`src/rtl/mul_approx_seq.sv`:
```
// mul_approx_seq: sequential shift-and-add unsigned multiplier with an
// optional truncated (approximate) mode.
//
// One partial product is accumulated per cycle. When the captured
// approx_en is set, all partial-product bits that fall in product columns
// below TRUNC are dropped.
//
// Optional feature (macro MUL_ERR_MON_EN):
//   - computes the exact product alongside the approximate one
//   - raises err_flag when |exact - prod| > ET
//   - counts flagged results in err_cnt, saturating at 65535
//   Without the macro, err_flag and err_cnt are tied to zero.
//
// Ports:
//   clk       rising-edge clock
//   rst       synchronous active-high reset
//   in_valid  operand pair offered
//   in_ready  high in IDLE only
//   a, b      unsigned operands (WIDTH bits)
//   approx_en 1 = truncated product, 0 = exact product
//   out_valid high in DONE only
//   out_ready consumer takes the result
//   prod      2*WIDTH-bit result
//   err_flag  error of current result exceeds ET (monitor builds only)
//   err_cnt   number of flagged results (monitor builds only)
module mul_approx_seq #(
    parameter int                 WIDTH = 4,
    parameter int                 TRUNC = 2,
    parameter logic [2*WIDTH-1:0] ET    = (2*WIDTH)'(5)
) (
    input  logic                 clk,
    input  logic                 rst,
    input  logic                 in_valid,
    output logic                 in_ready,
    input  logic [WIDTH-1:0]     a,
    input  logic [WIDTH-1:0]     b,
    input  logic                 approx_en,
    output logic                 out_valid,
    input  logic                 out_ready,
    output logic [2*WIDTH-1:0]   prod,
    output logic                 err_flag,
    output logic [15:0]          err_cnt
);

    localparam int              PW         = 2 * WIDTH;
    localparam int              CW         = $clog2(WIDTH + 1);
    localparam logic [CW-1:0]   LAST_CNT   = CW'(WIDTH);
    // All ones with the low TRUNC columns cleared.
    localparam logic [PW-1:0]   TRUNC_MASK = {PW{1'b1}} << TRUNC;

    typedef enum logic [1:0] {
        IDLE = 2'd0,
        MUL  = 2'd1,
        DONE = 2'd2
    } state_t;

    state_t            state_r;
    state_t            state_next_s;
    logic [PW-1:0]     a_sh_r;       // multiplicand, shifted left each iteration
    logic [WIDTH-1:0]  b_sh_r;       // multiplier, shifted right each iteration
    logic              approx_r;
    logic [PW-1:0]     acc_r;
    logic [CW-1:0]     cnt_r;
    logic [PW-1:0]     prod_r;
    logic [PW-1:0]     mask_s;
    logic [PW-1:0]     pp_s;
    logic              mul_last_s;
    logic              in_ready_s;
    logic              out_valid_s;

    // Iterations 0..WIDTH-1 add partial products; the extra cycle at
    // cnt_r == WIDTH publishes the result and moves to DONE.
    assign mul_last_s = (state_r == MUL) && (cnt_r == LAST_CNT);

    // State register.
    always_ff @(posedge clk) begin
        if (rst) begin
            state_r <= IDLE;
        end else begin
            state_r <= state_next_s;
        end
    end

    // Next-state logic.
    always_comb begin
        state_next_s = state_r;
        case (state_r)
            IDLE: begin
                if (in_valid) begin
                    state_next_s = MUL;
                end else begin
                    state_next_s = IDLE;
                end
            end
            MUL: begin
                if (mul_last_s) begin
                    state_next_s = DONE;
                end else begin
                    state_next_s = MUL;
                end
            end
            DONE: begin
                if (out_ready) begin
                    state_next_s = IDLE;
                end else begin
                    state_next_s = DONE;
                end
            end
            default: begin
                state_next_s = IDLE;
            end
        endcase
    end

    // Handshake outputs decoded from the state register.
    always_comb begin
        in_ready_s  = 1'b0;
        out_valid_s = 1'b0;
        case (state_r)
            IDLE:    in_ready_s  = 1'b1;
            DONE:    out_valid_s = 1'b1;
            default: begin
                in_ready_s  = 1'b0;
                out_valid_s = 1'b0;
            end
        endcase
    end

    // Current partial product, masked in truncated mode.
    always_comb begin
        if (approx_r) begin
            mask_s = TRUNC_MASK;
        end else begin
            mask_s = {PW{1'b1}};
        end
        if (b_sh_r[0]) begin
            pp_s = a_sh_r & mask_s;
        end else begin
            pp_s = {PW{1'b0}};
        end
    end

    // Operand capture, shift-and-add datapath and result register.
    always_ff @(posedge clk) begin
        if (rst) begin
            a_sh_r   <= {PW{1'b0}};
            b_sh_r   <= {WIDTH{1'b0}};
            approx_r <= 1'b0;
            acc_r    <= {PW{1'b0}};
            cnt_r    <= {CW{1'b0}};
            prod_r   <= {PW{1'b0}};
        end else begin
            case (state_r)
                IDLE: begin
                    if (in_valid) begin
                        a_sh_r   <= {{WIDTH{1'b0}}, a};
                        b_sh_r   <= b;
                        approx_r <= approx_en;
                        acc_r    <= {PW{1'b0}};
                        cnt_r    <= {CW{1'b0}};
                    end
                end
                MUL: begin
                    if (mul_last_s) begin
                        prod_r <= acc_r;
                    end else begin
                        acc_r  <= acc_r + pp_s;
                        a_sh_r <= a_sh_r << 1;
                        b_sh_r <= b_sh_r >> 1;
                        cnt_r  <= cnt_r + CW'(1);
                    end
                end
                default: begin
                    prod_r <= prod_r;
                end
            endcase
        end
    end

    assign in_ready  = in_ready_s;
    assign out_valid = out_valid_s;
    assign prod      = prod_r;

`ifdef MUL_ERR_MON_EN
    logic [WIDTH-1:0]  a_op_r;
    logic [WIDTH-1:0]  b_op_r;
    logic [PW-1:0]     exact_s;
    logic [PW-1:0]     diff_s;
    logic              err_s;
    logic              err_flag_r;
    logic [15:0]       err_cnt_r;

    // Unshifted copies of the operands for the exact reference product.
    always_ff @(posedge clk) begin
        if (rst) begin
            a_op_r <= {WIDTH{1'b0}};
            b_op_r <= {WIDTH{1'b0}};
        end else if (in_ready_s && in_valid) begin
            a_op_r <= a;
            b_op_r <= b;
        end else begin
            a_op_r <= a_op_r;
            b_op_r <= b_op_r;
        end
    end

    // Absolute distance between exact and accumulated product.
    always_comb begin
        exact_s = {{WIDTH{1'b0}}, a_op_r} * {{WIDTH{1'b0}}, b_op_r};
        if (exact_s >= acc_r) begin
            diff_s = exact_s - acc_r;
        end else begin
            diff_s = acc_r - exact_s;
        end
        err_s = (diff_s > ET);
    end

    // Error flag and saturating counter, updated on the edge entering DONE.
    always_ff @(posedge clk) begin
        if (rst) begin
            err_flag_r <= 1'b0;
            err_cnt_r  <= 16'd0;
        end else if (mul_last_s) begin
            err_flag_r <= err_s;
            if (err_s && (err_cnt_r != 16'hFFFF)) begin
                err_cnt_r <= err_cnt_r + 16'd1;
            end
        end else begin
            err_flag_r <= err_flag_r;
        end
    end

    assign err_flag = err_flag_r;
    assign err_cnt  = err_cnt_r;
`else
    logic unused_et_s;
    assign unused_et_s = ^ET;
    assign err_flag    = 1'b0;
    assign err_cnt     = 16'd0;
`endif

endmodule

```
`config.mk`:
```
export PLATFORM = sky130hd
export DESIGN_NAME = mul_approx_seq
export DESIGN_NICKNAME = d
export VERILOG_FILES = /design/src/rtl/mul_approx_seq.sv
export SDC_FILE = /design/constraint.sdc
export NUM_CORES = 1
export LEC_CHECK = 0
export ABC_AREA = 0
export CELL_PAD_IN_SITES_DETAIL_PLACEMENT = 1
export CELL_PAD_IN_SITES_GLOBAL_PLACEMENT = 1
export CORE_UTILIZATION = 30
export DETAILED_ROUTE_END_ITERATION = 10
export PLACE_DENSITY_LB_ADDON = 0.1
export SLEW_MARGIN = 15
export SYNTH_ARGS = -nofsm -noshare
export SYNTH_HDL_FRONTEND = slang
export SYNTH_SLANG_ARGS = --single-unit
```
`constraint.sdc`:
```
create_clock -name clk -period 5.06 [get_ports clk]
set_input_delay 0.506 -clock clk [delete_from_list [all_inputs] [get_ports clk]]
set_output_delay 0.506 -clock clk [all_outputs]
set_load 0.05 [all_outputs]
```
==> metrics list <==
- Along the worst path, the maximum fanout reaches 4.
- The tree is rooted in a sky130_fd_sc_hd__clkbuf_8.
- The share of total power dissipated in the clock network is 0.368.
* Register area share after synthesis: 0.383
- Final Hold Vio Count: 0
- The worst register-to-register path begins at cnt_r[0].
- After clock tree synthesis, the setup repair step added 0 buffers.
* Fmax: around 460 MHz
* Power density over cell area: around 280 mW/mm^2
- First-pass detailed-route iteration total: 4
- Path depth of the worst reg2reg path: 5
- Layout cell share with drive strength beyond 1: 0.0655
* Number of vias after detailed routing: roughly 1.4k
- After layout, the minimum clock period comes to ~2.2 ns.
- Headroom to the max-slew limit came out at 0.374.
- CTS buffer count: 5
* Number of buffers between clock root and the deepest sink: 2
* Worst Tran Pin Value: ~0.94 ns
- The cell count after synthesis came out at 208.
- Among all flip-flop cells after synthesis, the most frequent one is sky130_fd_sc_hd__dfxtp_1.
* Worst hold start: prod[0]
- Proportion of power drawn by flip-flops and latches: 0.491
- Area added between synthesis and finish: 16.3%
- The detail route stage leaves a number of antenna-violating nets equal to 0.
* Cells along the critical path: nor2b_1, clkdlybuf4s50_1
* Main area contributors after synthesis: sky130_fd_sc_hd__dfxtp_1, sky130_fd_sc_hd__a22oi_1, sky130_fd_sc_hd__buf_4
- Using the TritonRoute via totals, the vias-per-cell ratio works out to 4.74.
* Number of design-rule violations left by the first detailed-router iteration: 58
* Count of hold buffers inserted by post-cts repair: 0
- Min-delay worst type: reg -> reg
* Number of I/O pins: 40
- Clock-pin slew was measured on the worst setup and hold paths at 0.07 ns.
- Setup TNS: 0 ns
* Remaining Overflow, GRT: 0
- Share of the clock period used by the worst path: 0.432
* End of the worst register-to-register path: acc_r[5]
* Final slew viol count: 0
- DRC violation count after routing: 0
- Result of the run: finished clean
- Setup repair after global routing left no endpoint under its margin.
* Setup slack of the worst register-to-register path: roughly 2.9 ns
* Final setup vio count: 0
* Floorplan core area: approximately 0.0056 mm^2
- Maximum number of pins on one net before global-route repair: 40
* CP max stage cell: sky130_fd_sc_hd__clkdlybuf4s50_1
- The number of global-route vias before repair came to approximately 1.4k.
* Number of port buffers: 22
- The floorplan has 27 rows.
- Die Span Y: 79.0 um
* Count of state elements after synthesis: 34
- Counting flops with a built-in enable in the synthesized netlist gives 0.
- Across the whole layout, storage elements account for a little under 700 um^2.
* Clock sinks: 34
- Total die area: between 0.006 and 0.007 mm^2
* CTS resizes: 0
- Critical Path Max Stage Delay: between 0.8 and 0.9 ns
- Share of the synthesized area in the top cell type: 0.383
* Number of antenna violations at the first check in global routing: 0
- Mean post-synth cell area: roughly 8.5 um^2
* Comb pwr share: 0.141
* Post-layout nets: 251
- Diode count: 0
- Counting tap cells, the placed design contains a total of 293 instances.
- Ys async rst share: 0
* Clock tree from TritonCTS: yes
- Critical path start-end classification: reg -> out
- Number of inserted filler cells in the final layout: 701
- Summed over all nets, the switching power comes to about 170 uW.
* Worst clock skew on the final layout: just over 0.006 ns
* Arr. time, crit path: 1.68 ns
- The worst hold path terminates at prod[0].
- Total wirelength of the detailed-routed design: around 3900 um
- Maximum VDD drop: 0.122 mV
* Total global-route track usage: 0.140
* Area of the multi-input gates: around 960 um^2
* Critical Path Sink Type: output pin
* Pleak: about 0.81 nW
- Global-route wire length before repair: 6610 um
- The mapped netlist covers 0.00178 mm^2.
- Excluding fillers, the count of instances in the completed layout stands at 301.
* Per-cell routed wire length: 13.1 um
- The internal portion of the total power is between 400 and 500 uW.
- The initial utilization of the core area, before any placement, comes to 0.317.
- The worst hold path passes through 2 cells.
* Netlist cell types: 38
* Width of the chip: about 80 um
- Number of H-tree branching levels: 2
- Summed over all instances, the cell type with the most area after synthesis is sky130_fd_sc_hd__dfxtp_1.
- Count of synthesis-stage warnings from yosys: 0
* Startpoint Class: flip-flop
- Of the total power, the share spent switching nets is 0.290.
- Count of maximum capacitance violations: 0
- Clock latency on the worst-skew pair: 0.29 ns
* Final weighted congestion in routability-driven placement: 0.754
- The wire-length estimate of the detail-placed layout is 2910 um.
- Data on the critical path is required at its endpoint by between 4 and 5 ns.
==> stage by stage <==
stage                      util  cell area, um^2  setup slack (ns)  total power, mW  hold WS [ns]
after floorplan               -             1840              3.12            0.361         0.432
after global placement    0.352             1970              2.91            0.366         0.443
after detailed placement  0.352             1970              2.89            0.368         0.449
after CTS                 0.368             2070              2.85            0.580         0.459
after global routing      0.368             2070              2.71            0.601         0.477
final                     0.368             2070              2.87            0.571         0.455
==> layout make-up <==
cell class | count | area share
Timing Repair Buffer | 23 | 0.110
Clock inverter | 1 | 0.00242
Inverter | 3 | 0.00545
Tap cell | 72 | 0.0436
Multi-Input combinational cell | 161 | 0.467
Clock buffer | 7 | 0.0418
Sequential cell | 34 | 0.329
==> flip-flops by register name, summed over array words and instances, names as in the netlist <==
register  flops
acc_r         8
a_sh_r        8
b_sh_r        4
approx_r      1
state_r       2
cnt_r         3
prod          8
==> cells in the final DEF, fill, tap and decap left out, types with 2 or more instances in the layout <==
| master | n |
|---|---|
| sky130_fd_sc_hd__nand4_1 | 2 |
| sky130_fd_sc_hd__a21oi_1 | 19 |
| sky130_fd_sc_hd__and2_1 | 5 |
| sky130_fd_sc_hd__clkdlybuf4s50_1 | 22 |
| sky130_fd_sc_hd__and3b_1 | 2 |
| sky130_fd_sc_hd__xor2_1 | 2 |
| sky130_fd_sc_hd__nor2_1 | 22 |
| sky130_fd_sc_hd__inv_1 | 3 |
| sky130_fd_sc_hd__nand2_1 | 31 |
| sky130_fd_sc_hd__o21ai_0 | 2 |
| sky130_fd_sc_hd__a22oi_1 | 18 |
| sky130_fd_sc_hd__nor4_1 | 2 |
| sky130_fd_sc_hd__a21o_1 | 2 |
| sky130_fd_sc_hd__nand3_1 | 2 |
| sky130_fd_sc_hd__nor2b_1 | 4 |
| sky130_fd_sc_hd__a21oi_2 | 2 |
| sky130_fd_sc_hd__clkbuf_8 | 6 |
| sky130_fd_sc_hd__nor3b_1 | 2 |
| sky130_fd_sc_hd__dfxtp_1 | 34 |
| sky130_fd_sc_hd__nand2b_1 | 2 |
| sky130_fd_sc_hd__mux2i_1 | 2 |
| sky130_fd_sc_hd__conb_1 | 17 |
| sky130_fd_sc_hd__xnor2_1 | 3 |
| sky130_fd_sc_hd__ha_1 | 9 |
==> worst max-delay path, delay by kind of cell (launching register included) <==
family                 cells  cell delay [ns]
AND/OR/NAND/NOR            1             0.20
buffers and inverters      1             0.83
flip-flops                 1             0.37
==> cells in the mapped netlist, types with 2 or more instances <==
cell	instances
sky130_fd_sc_hd__dfxtp_1	34
sky130_fd_sc_hd__nand2_1	31
sky130_fd_sc_hd__nor2_1	22
sky130_fd_sc_hd__a21oi_1	19
sky130_fd_sc_hd__a22oi_1	18
sky130_fd_sc_hd__buf_4	17
sky130_fd_sc_hd__ha_1	9
sky130_fd_sc_hd__and2_1	5
sky130_fd_sc_hd__nor2b_1	4
sky130_fd_sc_hd__buf_2	3
sky130_fd_sc_hd__inv_1	3
sky130_fd_sc_hd__xnor2_1	3
sky130_fd_sc_hd__a21o_1	2
sky130_fd_sc_hd__a21oi_2	2
sky130_fd_sc_hd__and3b_1	2
sky130_fd_sc_hd__buf_1	2
sky130_fd_sc_hd__buf_6	2
sky130_fd_sc_hd__clkbuf_1	2
sky130_fd_sc_hd__mux2i_1	2
sky130_fd_sc_hd__nand2b_1	2
sky130_fd_sc_hd__nand3_1	2
sky130_fd_sc_hd__nand4_1	2
sky130_fd_sc_hd__nor3b_1	2
sky130_fd_sc_hd__nor4_1	2
sky130_fd_sc_hd__o21ai_0	2
sky130_fd_sc_hd__xor2_1	2
==> power groups by stage <==
stage,Combinational (mW),Clock [mW],Sequential (mW)
floorplan,0.0762,0,0.285
global placement,0.0799,0,0.286
detailed placement,0.0812,0,0.287
CTS,0.0814,0.218,0.280
global route,0.0876,0.232,0.281
finish,0.0807,0.210,0.280
==> layer usage <==
layer | routed length, um | global-route usage | vias up
met5 | 0 | 0 | -
met4 | 68 | 0.0545 | 0
met3 | 155 | 0.0379 | 6
met2 | 1930 | 0.241 | 30
met1 | 1790 | 0.165 | 670
li1 | - | - | 720
==> cell families (layout without fill, tap and decap cells) <==
group,Yosys count,after routing,share of synthesized area
DFF,34,34,0.383
buffers and inverters,29,34,0.108
xor gates and xnor gates,5,5,0.0247
adders and majority gates,10,10,0.0746
other,1,17,0.00211
AOI/OAI and AO/OA,49,49,0.186
muxes,2,2,0.0113
and+or+nand+nor,78,78,0.211
==> how the worst max path moves through the flow <==
stage / startpoint / end / slack, ns / cells past startpoint
final: state_r[1] / out_valid / 2.87 / 2
after floorplan: b_sh_r[0] / acc_r[6] / 3.12 / 8
after CTS: state_r[1] / out_valid / 2.85 / 2
after global placement: cnt_r[0] / acc_r[5] / 2.91 / 5
after global routing: cnt_r[0] / acc_r[5] / 2.71 / 5
after detailed placement: cnt_r[0] / acc_r[5] / 2.89 / 5
Power figures use the tool's default switching activity.
